--- src/rtl/enc8b10b_multilane.sv ---
// Multi-lane 8b/10b encoder: LANES bytes per beat, running disparity chained
// lane 0 -> lane LANES-1, one output register stage with valid/ready.
module enc8b10b_multilane #(
  parameter int unsigned LANES   = 2,
  parameter bit          RD_INIT = 1'b0
) (
  input  logic                  clk,
  input  logic                  rst,
  input  logic                  in_valid,
  output logic                  in_ready,
  input  logic [8*LANES-1:0]    data_in,
  input  logic [LANES-1:0]      k_in,
  output logic                  out_valid,
  input  logic                  out_ready,
  output logic [10*LANES-1:0]   data_out,
  output logic [LANES-1:0]      k_err,
  output logic                  rd
);

  localparam int unsigned W_BYTE = 8;
  localparam int unsigned W_SYM  = 10;

  // 5b/6b data code at RD- (abcdei)
  function automatic logic [5:0] code6_neg(input logic [4:0] x);
    logic [5:0] c;
    case (x)
      5'd0:  c = 6'b100111;  5'd1:  c = 6'b011101;
      5'd2:  c = 6'b101101;  5'd3:  c = 6'b110001;
      5'd4:  c = 6'b110101;  5'd5:  c = 6'b101001;
      5'd6:  c = 6'b011001;  5'd7:  c = 6'b111000;
      5'd8:  c = 6'b111001;  5'd9:  c = 6'b100101;
      5'd10: c = 6'b010101;  5'd11: c = 6'b110100;
      5'd12: c = 6'b001101;  5'd13: c = 6'b101100;
      5'd14: c = 6'b011100;  5'd15: c = 6'b010111;
      5'd16: c = 6'b011011;  5'd17: c = 6'b100011;
      5'd18: c = 6'b010011;  5'd19: c = 6'b110010;
      5'd20: c = 6'b001011;  5'd21: c = 6'b101010;
      5'd22: c = 6'b011010;  5'd23: c = 6'b111010;
      5'd24: c = 6'b110011;  5'd25: c = 6'b100110;
      5'd26: c = 6'b010110;  5'd27: c = 6'b110110;
      5'd28: c = 6'b001110;  5'd29: c = 6'b101110;
      5'd30: c = 6'b011110;  default: c = 6'b101011;
    endcase
    return c;
  endfunction

  // 3b/4b data code at RD- (fghj); a7 selects the alternate D.x.7 form
  function automatic logic [3:0] code4_neg(input logic [2:0] y, input logic a7);
    logic [3:0] c;
    case (y)
      3'd0:    c = 4'b1011;
      3'd1:    c = 4'b1001;
      3'd2:    c = 4'b0101;
      3'd3:    c = 4'b1100;
      3'd4:    c = 4'b1101;
      3'd5:    c = 4'b1010;
      3'd6:    c = 4'b0110;
      default: c = a7 ? 4'b0111 : 4'b1110;
    endcase
    return c;
  endfunction

  // K28.y 4b tail at RD- (the 6b head 001111 is common)
  function automatic logic [3:0] k28_tail(input logic [2:0] y);
    logic [3:0] c;
    case (y)
      3'd0:    c = 4'b0100;
      3'd1:    c = 4'b1001;
      3'd2:    c = 4'b0101;
      3'd3:    c = 4'b0011;
      3'd4:    c = 4'b0010;
      3'd5:    c = 4'b1010;
      3'd6:    c = 4'b0110;
      default: c = 4'b1000;
    endcase
    return c;
  endfunction

  // Encode one lane: returns {unsupported_k, symbol[9:0]}
  function automatic logic [W_SYM:0] encode_lane(input logic [W_BYTE-1:0] b,
                                                  input logic k,
                                                  input logic rd_in);
    logic [4:0] x;
    logic [2:0] y;
    logic [5:0] c6;
    logic [3:0] c4;
    logic       bal6;
    logic       rd6;
    logic       a7;
    logic       k28;
    logic       k_x7;
    logic       k_ok;
    logic [W_SYM-1:0] sym;
    x    = b[4:0];
    y    = b[7:5];
    k28  = (x == 5'd28);
    k_x7 = (b == 8'hF7) || (b == 8'hFB) || (b == 8'hFD) || (b == 8'hFE);
    k_ok = k && (k28 || k_x7);
    c6   = code6_neg(x);
    bal6 = ($countones(c6) == 3);
    rd6  = rd_in ^ !bal6;
    a7   = (!rd6 && ((x == 5'd17) || (x == 5'd18) || (x == 5'd20))) ||
           ( rd6 && ((x == 5'd11) || (x == 5'd13) || (x == 5'd14)));
    c4   = code4_neg(y, a7);
    if (k_ok) begin
      // control codes are complemented wholesale at RD+
      if (k28) sym = {6'b001111, k28_tail(y)};
      else     sym = {c6, 4'b1000};
      if (rd_in) sym = ~sym;
    end else begin
      // D.7 is balanced yet still has a distinct RD+ form
      if (rd_in && (!bal6 || (x == 5'd7))) c6 = ~c6;
      if (rd6 && ((y == 3'd0) || (y == 3'd3) || (y == 3'd4) || (y == 3'd7))) c4 = ~c4;
      sym = {c6, c4};
    end
    return {k && !k_ok, sym};
  endfunction

  logic [10*LANES-1:0] sym_c;
  logic [LANES-1:0]    kerr_c;
  logic                rd_end_c;
  logic [W_SYM:0]      lane_enc;

  assign in_ready = !out_valid || out_ready;

  // Encode all lanes, walking the running disparity from lane 0 upward
  always_comb begin
    sym_c    = '0;
    kerr_c   = '0;
    rd_end_c = rd;
    lane_enc = '0;
    for (int unsigned i = 0; i < LANES; i++) begin
      lane_enc             = encode_lane(data_in[W_BYTE*i +: W_BYTE], k_in[i], rd_end_c);
      sym_c[W_SYM*i +: W_SYM] = lane_enc[W_SYM-1:0];
      kerr_c[i]            = lane_enc[W_SYM];
      if ($countones(lane_enc[W_SYM-1:0]) != 5) rd_end_c = !rd_end_c;
    end
  end

  // Output stage: load on accept, clear valid on drain, hold on stall
  always_ff @(posedge clk or negedge rst) begin
    if (!rst) begin
      out_valid <= 1'b0;
      data_out  <= '0;
      k_err     <= '0;
      rd        <= RD_INIT;
    end else if (in_valid && in_ready) begin
      out_valid <= 1'b1;
      data_out  <= sym_c;
      k_err     <= kerr_c;
      rd        <= rd_end_c;
    end else if (out_ready) begin
      out_valid <= 1'b0;
    end
  end

endmodule

--- config.mk ---
export PLATFORM = sky130hd
export DESIGN_NAME = enc8b10b_multilane
export DESIGN_NICKNAME = d
export VERILOG_FILES = /design/src/rtl/enc8b10b_multilane.sv
export SDC_FILE = /design/constraint.sdc
export NUM_CORES = 1
export LEC_CHECK = 0
export CAP_MARGIN = 20
export CORE_MARGIN = 10
export CORE_UTILIZATION = 45
export CTS_BUF_LIST = sky130_fd_sc_hd__clkbuf_8
export CTS_CLUSTER_SIZE = 10
export DETAILED_ROUTE_END_ITERATION = 10
export DONT_BUFFER_PORTS = 1
export PLACE_DENSITY = 0.72
export SLEW_MARGIN = 10
export SYNTH_ARGS = -nofsm -noshare
export SYNTH_HDL_FRONTEND = slang
export SYNTH_SLANG_ARGS = --single-unit
--- constraint.sdc ---
create_clock -name clk -period 10.2 [get_ports clk]
set_clock_uncertainty 0.15 [all_clocks]
set_input_delay 0.51 -clock clk [delete_from_list [all_inputs] [get_ports clk]]
set_output_delay 0.51 -clock clk [all_outputs]
set_load 0.05 [all_outputs]
==> results of run 1 <==
critical path, delay by kind of cell:
family / cells / cell delay [ps]
buffers and inverters: 9 / 530
AO/OA/AOI/OAI: 5 / 910
XOR/XNOR: 4 / 570
AND/OR/NAND/NOR: 7 / 1090
adder cells (fa/ha/maj): 15 / 6190
multiplexers: 2 / 750
final cells by class:
cell class / instances / area [µm²] / area share, %
timing repair buffer: 57 / 442.9 / 10.92
clock buffer: 3 / 41.29 / 1.018
inverter: 38 / 150.1 / 3.700
clock inverter: 1 / 30.03 / 0.7401
sequential: 24 / 600.6 / 14.80
multi-input combinational: 339 / 2669 / 65.77
tap: 99 / 123.9 / 3.053
kinds of logic (layout without fill, tap and decap cells):
kind of cell             Yosys count  in the layout  synth area share (%)
AND/OR/NAND/NOR                  142            142                 20.82
buffers and inverters             62             99                 7.259
flip-flops                        24             24                 17.69
XOR/XNOR                          34             34                 9.175
multiplexers                      17             17                 5.638
AO/OA/AOI/OAI                    105            105                 20.34
adder cells (fa/ha/maj)           41             41                 19.09
through the flow:
step	TNS [ps]	utilization, %
detailed placement	-747.3	52.97
global route	-797.8	55.65
CTS	-381.3	55.06
finish	-367.2	55.65
global placement	-504.6	52.97
floorplan	-361.2	-
registers in the layout, summed over array words and instances (netlist names):
name and flops:
rd 1, k_err 2, out_valid 1, data_out 20
timing repair:
action                     4_1_cts  5_1_grt
hold endpoints to repair        24        0
setup endpoints to repair        1        1
buffers inserted                 0        1
hold buffers                     2        0
gates resized for setup         12       16
pin swaps                        9        5
how the worst min path moves through the flow:
stage	end	slack, ps	cells after the start
after CTS	out_valid	190	1
after global routing	out_valid	180	1
after global placement	data_out[12]	70	0
after detailed placement	data_out[12]	70	0
final	out_valid	200	1
after floorplan	data_out[0]	60	0
cell usage after synthesis (all sizes together), types with 2 or more instances:
| library cell | instances | area share, % |
|---|---|---|
| inv | 36 | 4.0 |
| nand4 | 3 | 0.55 |
| o32ai | 3 | 0.77 |
| xnor2 | 25 | 6.4 |
| a21o | 3 | 0.66 |
| nor2 | 24 | 2.7 |
| clkinv | 2 | 0.22 |
| buf | 14 | 2.0 |
| a221o | 2 | 0.59 |
| o31ai | 5 | 1.1 |
| nor4 | 2 | 0.37 |
| nor3 | 11 | 1.8 |
| and2 | 4 | 0.74 |
| nand3b | 3 | 0.66 |
| ha | 23 | 8.5 |
| nand2b | 12 | 2.2 |
| nor2b | 6 | 1.1 |
| a311oi | 2 | 0.52 |
| mux2i | 9 | 2.7 |
| mux2 | 7 | 2.3 |
| nand2 | 51 | 5.6 |
| nand3 | 10 | 1.5 |
| a21oi | 23 | 3.5 |
| dfrtp | 24 | 18 |
| or3b | 2 | 0.52 |
| a31oi | 6 | 1.7 |
| o211ai | 5 | 1.1 |
| o21a | 2 | 0.44 |
| and3 | 3 | 0.70 |
| fa | 18 | 11 |
| xor2 | 8 | 2.1 |
| clkbuf | 10 | 1.1 |
| a221oi | 2 | 0.70 |
| or2 | 3 | 0.55 |
| o21ai | 36 | 5.3 |
| or3 | 3 | 0.70 |
| a211oi | 5 | 1.1 |
per-layer routing:
| metal | part of all wire [%] | vias to the layer above | GRT usage, % | wire length, µm |
|---|---|---|---|---|
| li1 | - | 1546 | - | - |
| met1 | 39 | 1518 | 16.00 | 3389 |
| met2 | 54 | 96 | 28.62 | 4756 |
| met3 | 5.6 | 10 | 2.635 | 490 |
| met4 | 1.2 | 0 | 3.288 | 109 |
| met5 | 0 | - | 0 | 0 |
==> results.ini, run 1 <==
[run_status]
status = finished, violations left
violations = negative setup slack

[placement]
pre_cts_ws_ps = -747.3
gp_congestion = 0.8822
placed_cells = 554
dp_hpwl_um = 6970
place_area_um2 = 3862
portBuffers = 0

[worst_setup_path]
crit_path_end = rd
r2r_start = rd
crit_top_cell = fa_1
slowest_delay_ps = 560
required_ps = 10210
reg2regPathDepth = 30
crit_path_start = data_in[1]
path_max_fanout = 7
start_kind = input port
r2r_slack_ps = 2040
critPathCaptureType = flip-flop
worst_ep_arrival_time_ps = 10570
slowest_stage = fa_1
crit_type = in2reg
r2r-end = rd

[synth]
synth_fp_nets = 488
synth_cell_types = 65
synthCells = 425
netlist_area_um2 = 3396
synthFlopType = dfrtp_1
ys_seq_area_share_pct = 17.69
avgSynthCellArea_um2 = 7.990
synth-async-reset-ratio_pct = 100.0
synth_warnings = 0
ys_ff_latch = 24
synth_edf_count = 0

[sta]
finalHoldViolCount = 0
maxSlewHeadroom_pct = 53.74
finalCritPeriodShare_pct = 103.6
worst_pin_slew_ps = 693.9
max_freq_mhz = 94.63
fin_crit_ps = 10570
fin_ws_ps = -367.2
setup_viol = 1
maxSlewViolCount = 0
rsz0062_at_grt = true
holdWs_ps = 196.7

[route]
first_pass_iters = 4
drtIter0Drc = 147
drt_wl_total_um = 8746
wl_per_cell_um = 15.59
ant_nets = 0
drc_errors = 0
via_per_inst = 5.651
vias = 3170

[layout]
final_common_cell = buf_4
nNetsFinal = 526
instances_no_fill = 561
num_antenna_cells = 0
drive_gt1_share_pct = 23.81
most-common-layout-cells = buf_4, nand2_1, inv_1, dfrtp_1
fill_cells = 682
area_delta_synth_final_pct = 19.49
final_cell_area_um2 = 4058

[job]
maxCapViolCount = 0

[hold_path]
min_path_type = in2reg
hp-start = in_valid

[grt]
grt_pass1_vias = 3074
grt_pass1_wl_um = 14390
grt_overflow = 0
grt.total_usage_pct = 14.71
antenna_found_initial = 0
grt_start_max_net_pins = 38

[clocking]
htreeDepth = 1
clock_latency_ps = 270
clk_pin_slew_ps = 90
cts_root_buf = clkbuf_8
cts_sinks = 24
numCtsBuffers = 3
clockBufferDepth = 2
cts_tree = done

[floorplanning]
rows = 31
core_um2 = 7292
dieWidth_um = 106.9
chipHeight_um = 106.9
num_io_pins = 47
dieArea_um2 = 11420
start_util_pct = 46.57

Power of run 1 is not shown: default switching activity piles up to over one toggle a cycle in this logic, so the estimate is an artifact.
==> run 2, diff against run 1 <==
- CORE_MARGIN: 10 -> 2
==> results.ini, run 2 (synthesis results as in run 1) <==
[run_status]
status = finished, violations left
violations = negative setup slack

[worst_setup_path]
slowest_delay_ps = 530  ; -30 ps
worst_ep_arrival_time_ps = 10580  ; about the same
required_ps = 10250  ; +40 ps
path_max_fanout = 6  ; -1
crit_top_cell = fa_1
r2r-end = rd
r2r_start = rd
crit_type = in2reg
slowest_stage = fa_1
r2r_slack_ps = 2180  ; +140 ps
start_kind = input port
reg2regPathDepth = 30  ; unchanged
critPathCaptureType = flip-flop

[hold_path]
hp-start = in_valid
holdPathStages = 1  ; unchanged
min_path_type = in2reg
hold_end = out_valid

[layout]
fin_util_pct = 55.40  ; -0.24 points
top_regs = data_out: 20 flops, k_err: 2 flops
final_cell_area_um2 = 4040  ; -0.43%
drive_gt1_share_pct = 22.61  ; -1.2 points
num_antenna_cells = 0  ; unchanged
final_common_cell = buf_4
largest_register = data_out
largest_reg_flops = 20  ; unchanged
nNetsFinal = 524  ; -0.38%
most-common-layout-cells = buf_4, nand2_1, inv_1, nor2_1, dfrtp_1
area_delta_synth_final_pct = 18.98

[grt]
grt_overflow = 0  ; unchanged
grt_start_max_net_pins = 38  ; unchanged
grt_pass1_vias = 3042  ; -1.0%
grt_pass1_wl_um = 13920  ; -3.3%
antenna_found_initial = 0  ; unchanged
grt.total_usage_pct = 19.83  ; +5.1 points

[floorplanning]
chipHeight_um = 90.87  ; -15%
start_util_pct = 46.57  ; unchanged
dieArea_um2 = 8257  ; -28%
core_um2 = 7292  ; unchanged
num_io_pins = 47  ; unchanged
rows = 31  ; unchanged
dieWidth_um = 90.87  ; -15%

[sta]
worst_pin_slew_ps = 633.5  ; -60.43 ps
setup_tns_ps = -332.2  ; +35.03 ps
fin_crit_ps = 10530  ; -35.03 ps
maxSlewHeadroom_pct = 57.77  ; +4.0 points
finalHoldViolCount = 0  ; unchanged
rsz0062_at_grt = true
max_freq_mhz = 94.95  ; +0.33%
finalCritPeriodShare_pct = 103.3  ; -0.34 points
maxSlewViolCount = 0  ; unchanged
setup_viol = 1  ; unchanged
holdWs_ps = 190.9  ; -5.875 ps
fin_ws_ps = -332.2  ; +35.03 ps

[clocking]
cts_sinks = 24  ; unchanged
numCtsBuffers = 3  ; unchanged
cts_tree = done
htreeDepth = 1  ; unchanged
cts_root_buf = clkbuf_8
clockBufferDepth = 2  ; unchanged
clock_latency_ps = 270  ; about the same
clk_pin_slew_ps = 90  ; about the same

[route]
wl_per_cell_um = 14.57  ; -6.6%
drt_wl_total_um = 8142  ; -6.9%
vias = 3122  ; -1.5%
drtIter0Drc = 94  ; -36%
drc_errors = 0  ; unchanged
via_per_inst = 5.585  ; -1.2%
first_pass_iters = 4  ; unchanged
ant_nets = 0  ; unchanged

[placement]
place_area_um2 = 3832  ; -0.78%
gp_congestion = 0.8906  ; +0.95%
dp_hpwl_um = 6345  ; -9.0%
portBuffers = 0  ; unchanged

[job]
maxCapViolCount = 0  ; unchanged

run 2: cell types whose count changed in the layout (fill, tap and decap cells not counted), moves of 2 or more:
cell / before / now
nand2_1: 48 / 50
xor2_1: 6 / 8
nand2_2: 3 / 1
inv_1: 29 / 31
xor2_2: 2 / 0
inv_2: 5 / 3
buf_4: 55 / 52
run 2: worst max-delay path, delay by kind of cell:
kind                     cells  cell delay [ps]
AND/OR/NAND/NOR              7             1150
buffers and inverters        9              550
adder cells (fa/ha/maj)     15             5770
multiplexers                 2              750
XOR/XNOR                     4              550
AO/OA/AOI/OAI                7             1310
run 2: layout make-up:
type | count | area, µm²
well taps | 99 | 123.9
multi-input cells | 339 | 2654
clock inverters | 1 | 30.03
fillers | 683 | 3252
clock buffers | 3 | 41.29
inverters | 38 | 155.1
flip-flops and latches | 24 | 600.6
repair buffers | 55 | 435.4
run 2: how the worst max path moves through the flow:
stage,startpoint,to,cells past startpoint
after floorplan,data_in[0],rd,41
after global placement,data_in[0],rd,42
after detailed placement,data_in[1],rd,43
after CTS,data_in[0],rd,43
after global routing,data_in[0],rd,44
final,data_in[0],rd,44
run 2: routing by layer:
| metal | GRT usage (%) | wire length (µm) |
|---|---|---|
| met5 | 0 | 0 |
| met4 | 3.283 | 70 |
| met3 | 2.671 | 319 |
| met2 | 36.69 | 4353 |
| met1 | 24.89 | 3399 |
run 2: timing repair:
action	CTS	global route
setup buffers	1	1
endpoints found under the hold margin	24	0
gates resized for setup	17	6
endpoints found under the setup margin	1	1
hold buffers	2	0
cloned	0	0
pin swaps	9	8
run 2: through the flow:
step	worst slack (ps)	instances
finish	-332.2	559
detailed placement	-698.8	550
floorplan	-361.2	425
global route	-720.9	559
global placement	-539.1	550
CTS	-297.0	557
Power of run 2 is left out for the same reason.
==> run 3, diff against run 2 <==
- CORE_ASPECT_RATIO: unset -> 0.75
==> results.ini, run 3 (synthesis results as in run 1) <==
[run_status]
status = finished, violations left
violations = negative setup slack

[layout]
area_delta_synth_final_pct = 18.05
top_regs = data_out: 20 flops, k_err: 2 flops
final_cell_area_um2 = 4009  ; -0.77%
drive_gt1_share_pct = 21.60  ; -1.0 points
most-common-layout-cells = buf_4, nand2_1, inv_1, xnor2_1, dfrtp_1
fill_cells = 678  ; -0.73%
largest_reg_flops = 20  ; unchanged
final_common_cell = buf_4
largest_register = data_out
num_antenna_cells = 0  ; unchanged
nNetsFinal = 527  ; +0.57%

[clocking]
clockBufferDepth = 2  ; unchanged
cts_root_buf = clkbuf_8
numCtsBuffers = 3  ; unchanged
clk_pin_slew_ps = 90  ; about the same
cts_sinks = 24  ; unchanged
htreeDepth = 1  ; unchanged
cts_tree = done
clock_latency_ps = 270  ; about the same

[worst_setup_path]
path_max_fanout = 7  ; +1
critPathCaptureType = flip-flop
slowest_stage = fa_1
crit_type = in2reg
slowest_delay_ps = 540  ; about the same
r2r_start = rd
worst_ep_arrival_time_ps = 10790  ; +210 ps
r2r-end = rd
crit_path_start = data_in[1]
reg2regPathDepth = 30  ; unchanged
crit_top_cell = fa_1
start_kind = input port
r2r_slack_ps = 1200  ; -980 ps
required_ps = 10250  ; about the same

[floorplanning]
rows = 27  ; -13%
dieArea_um2 = 8264  ; about the same
dieWidth_um = 104.3  ; +15%
start_util_pct = 46.32  ; -0.25 points
chipHeight_um = 79.23  ; -13%
core_um2 = 7331  ; +0.53%
num_io_pins = 47  ; unchanged

[placement]
gp_congestion = 0.8491  ; -4.7%
dp_hpwl_um = 6941  ; +9.4%
place_area_um2 = 3842  ; +0.26%
portBuffers = 0  ; unchanged

[grt]
antenna_found_initial = 0  ; unchanged
grt_start_max_net_pins = 38  ; unchanged
grt.total_usage_pct = 21.76  ; +1.9 points
grt_overflow = 0  ; unchanged
grt_pass1_vias = 2983  ; -1.9%
grt_pass1_wl_um = 14700  ; +5.6%

[sta]
finalHoldViolCount = 0  ; unchanged
maxSlewViolCount = 0  ; unchanged
fin_ws_ps = -536.8  ; -204.6 ps
maxSlewHeadroom_pct = 22.92  ; -35 points
worst_pin_slew_ps = 1156  ; +522.7 ps
rsz0062_at_grt = true
setup_viol = 1  ; unchanged
finalCritPeriodShare_pct = 105.3  ; +2.0 points
max_freq_mhz = 93.14  ; -1.9%
fin_crit_ps = 10740  ; +204.6 ps

[route]
drtIter0Drc = 255  ; +170%
vias = 3194  ; +2.3%
via_per_inst = 5.663  ; +1.4%
ant_nets = 0  ; unchanged
drc_errors = 0  ; unchanged
drt_wl_total_um = 8876  ; +9.0%
wl_per_cell_um = 15.74  ; +8.0%
first_pass_iters = 4  ; unchanged

[job]
maxCapViolCount = 0  ; unchanged

[hold_path]
hold_end = out_valid
min_path_type = in2reg
holdPathStages = 1  ; unchanged
hp-start = in_valid

## run 3: cell count changes in the layout (fill, tap and decap cells not counted), moves of 2 or more
cell and change:
xnor2_1 +2, o21ai_0 -2, o21ai_1 +3, inv_1 +3, buf_4 +4, xnor2_2 -2
## run 3: stage by stage
step                hold WS (ps)  util [%]  setup slack [ps]  TNS (ps)  std cells
floorplan                  64.41         -            -361.2    -361.2        425
global placement           65.05     52.42            -577.4    -577.4        553
detailed placement         64.95     52.42            -783.8    -783.8        553
CTS                        192.1     53.71            -485.3    -485.3        560
global route               194.3     54.69            -888.1    -888.1        564
finish                     192.8     54.69            -536.8    -536.8        564
## run 3: worst max-delay path by stage
stage	to	slack [ps]
floorplan	rd	-360
global placement	rd	-580
detailed placement	rd	-780
CTS	rd	-490
global route	rd	-890
finish	rd	-540
## run 3: critical path: cells and delay by family
family	cells	cell delay (ps)
buf+inv	9	620
xor+xnor	4	530
compound gates	6	1110
simple gates	7	1180
mux	2	770
fa+ha+maj	15	6060
## run 3: metal layers
metal | global-route usage, % | vias to the layer above | wire length [µm]
met5 | 0 | - | 0
met4 | 0.4054 | 0 | 28
met3 | 4.762 | 8 | 596
met2 | 34.77 | 104 | 4000
met1 | 31.91 | 1534 | 4250
li1 | - | 1548 | -
## run 3: cell type report
class,count,area [µm²],area share (%)
multi-input cells,339,2634,65.70
flip-flops and latches,24,600.6,14.98
repair buffers,58,450.4,11.24
inverters,38,142.6,3.558
clock buffers,4,55.05,1.373
well taps,101,126.4,3.152
## run 3: repair_timing
| action | 4_1_cts | 5_1_grt |
|---|---|---|
| hold buffers | 2 | 0 |
| gates resized for setup | 2 | 12 |
| hold endpoints to repair | 24 | 0 |
| endpoints found under the setup margin | 1 | 1 |
| pin swaps | 0 | 6 |
| setup buffers | 1 | 4 |
Power of run 3 is left out for the same reason.
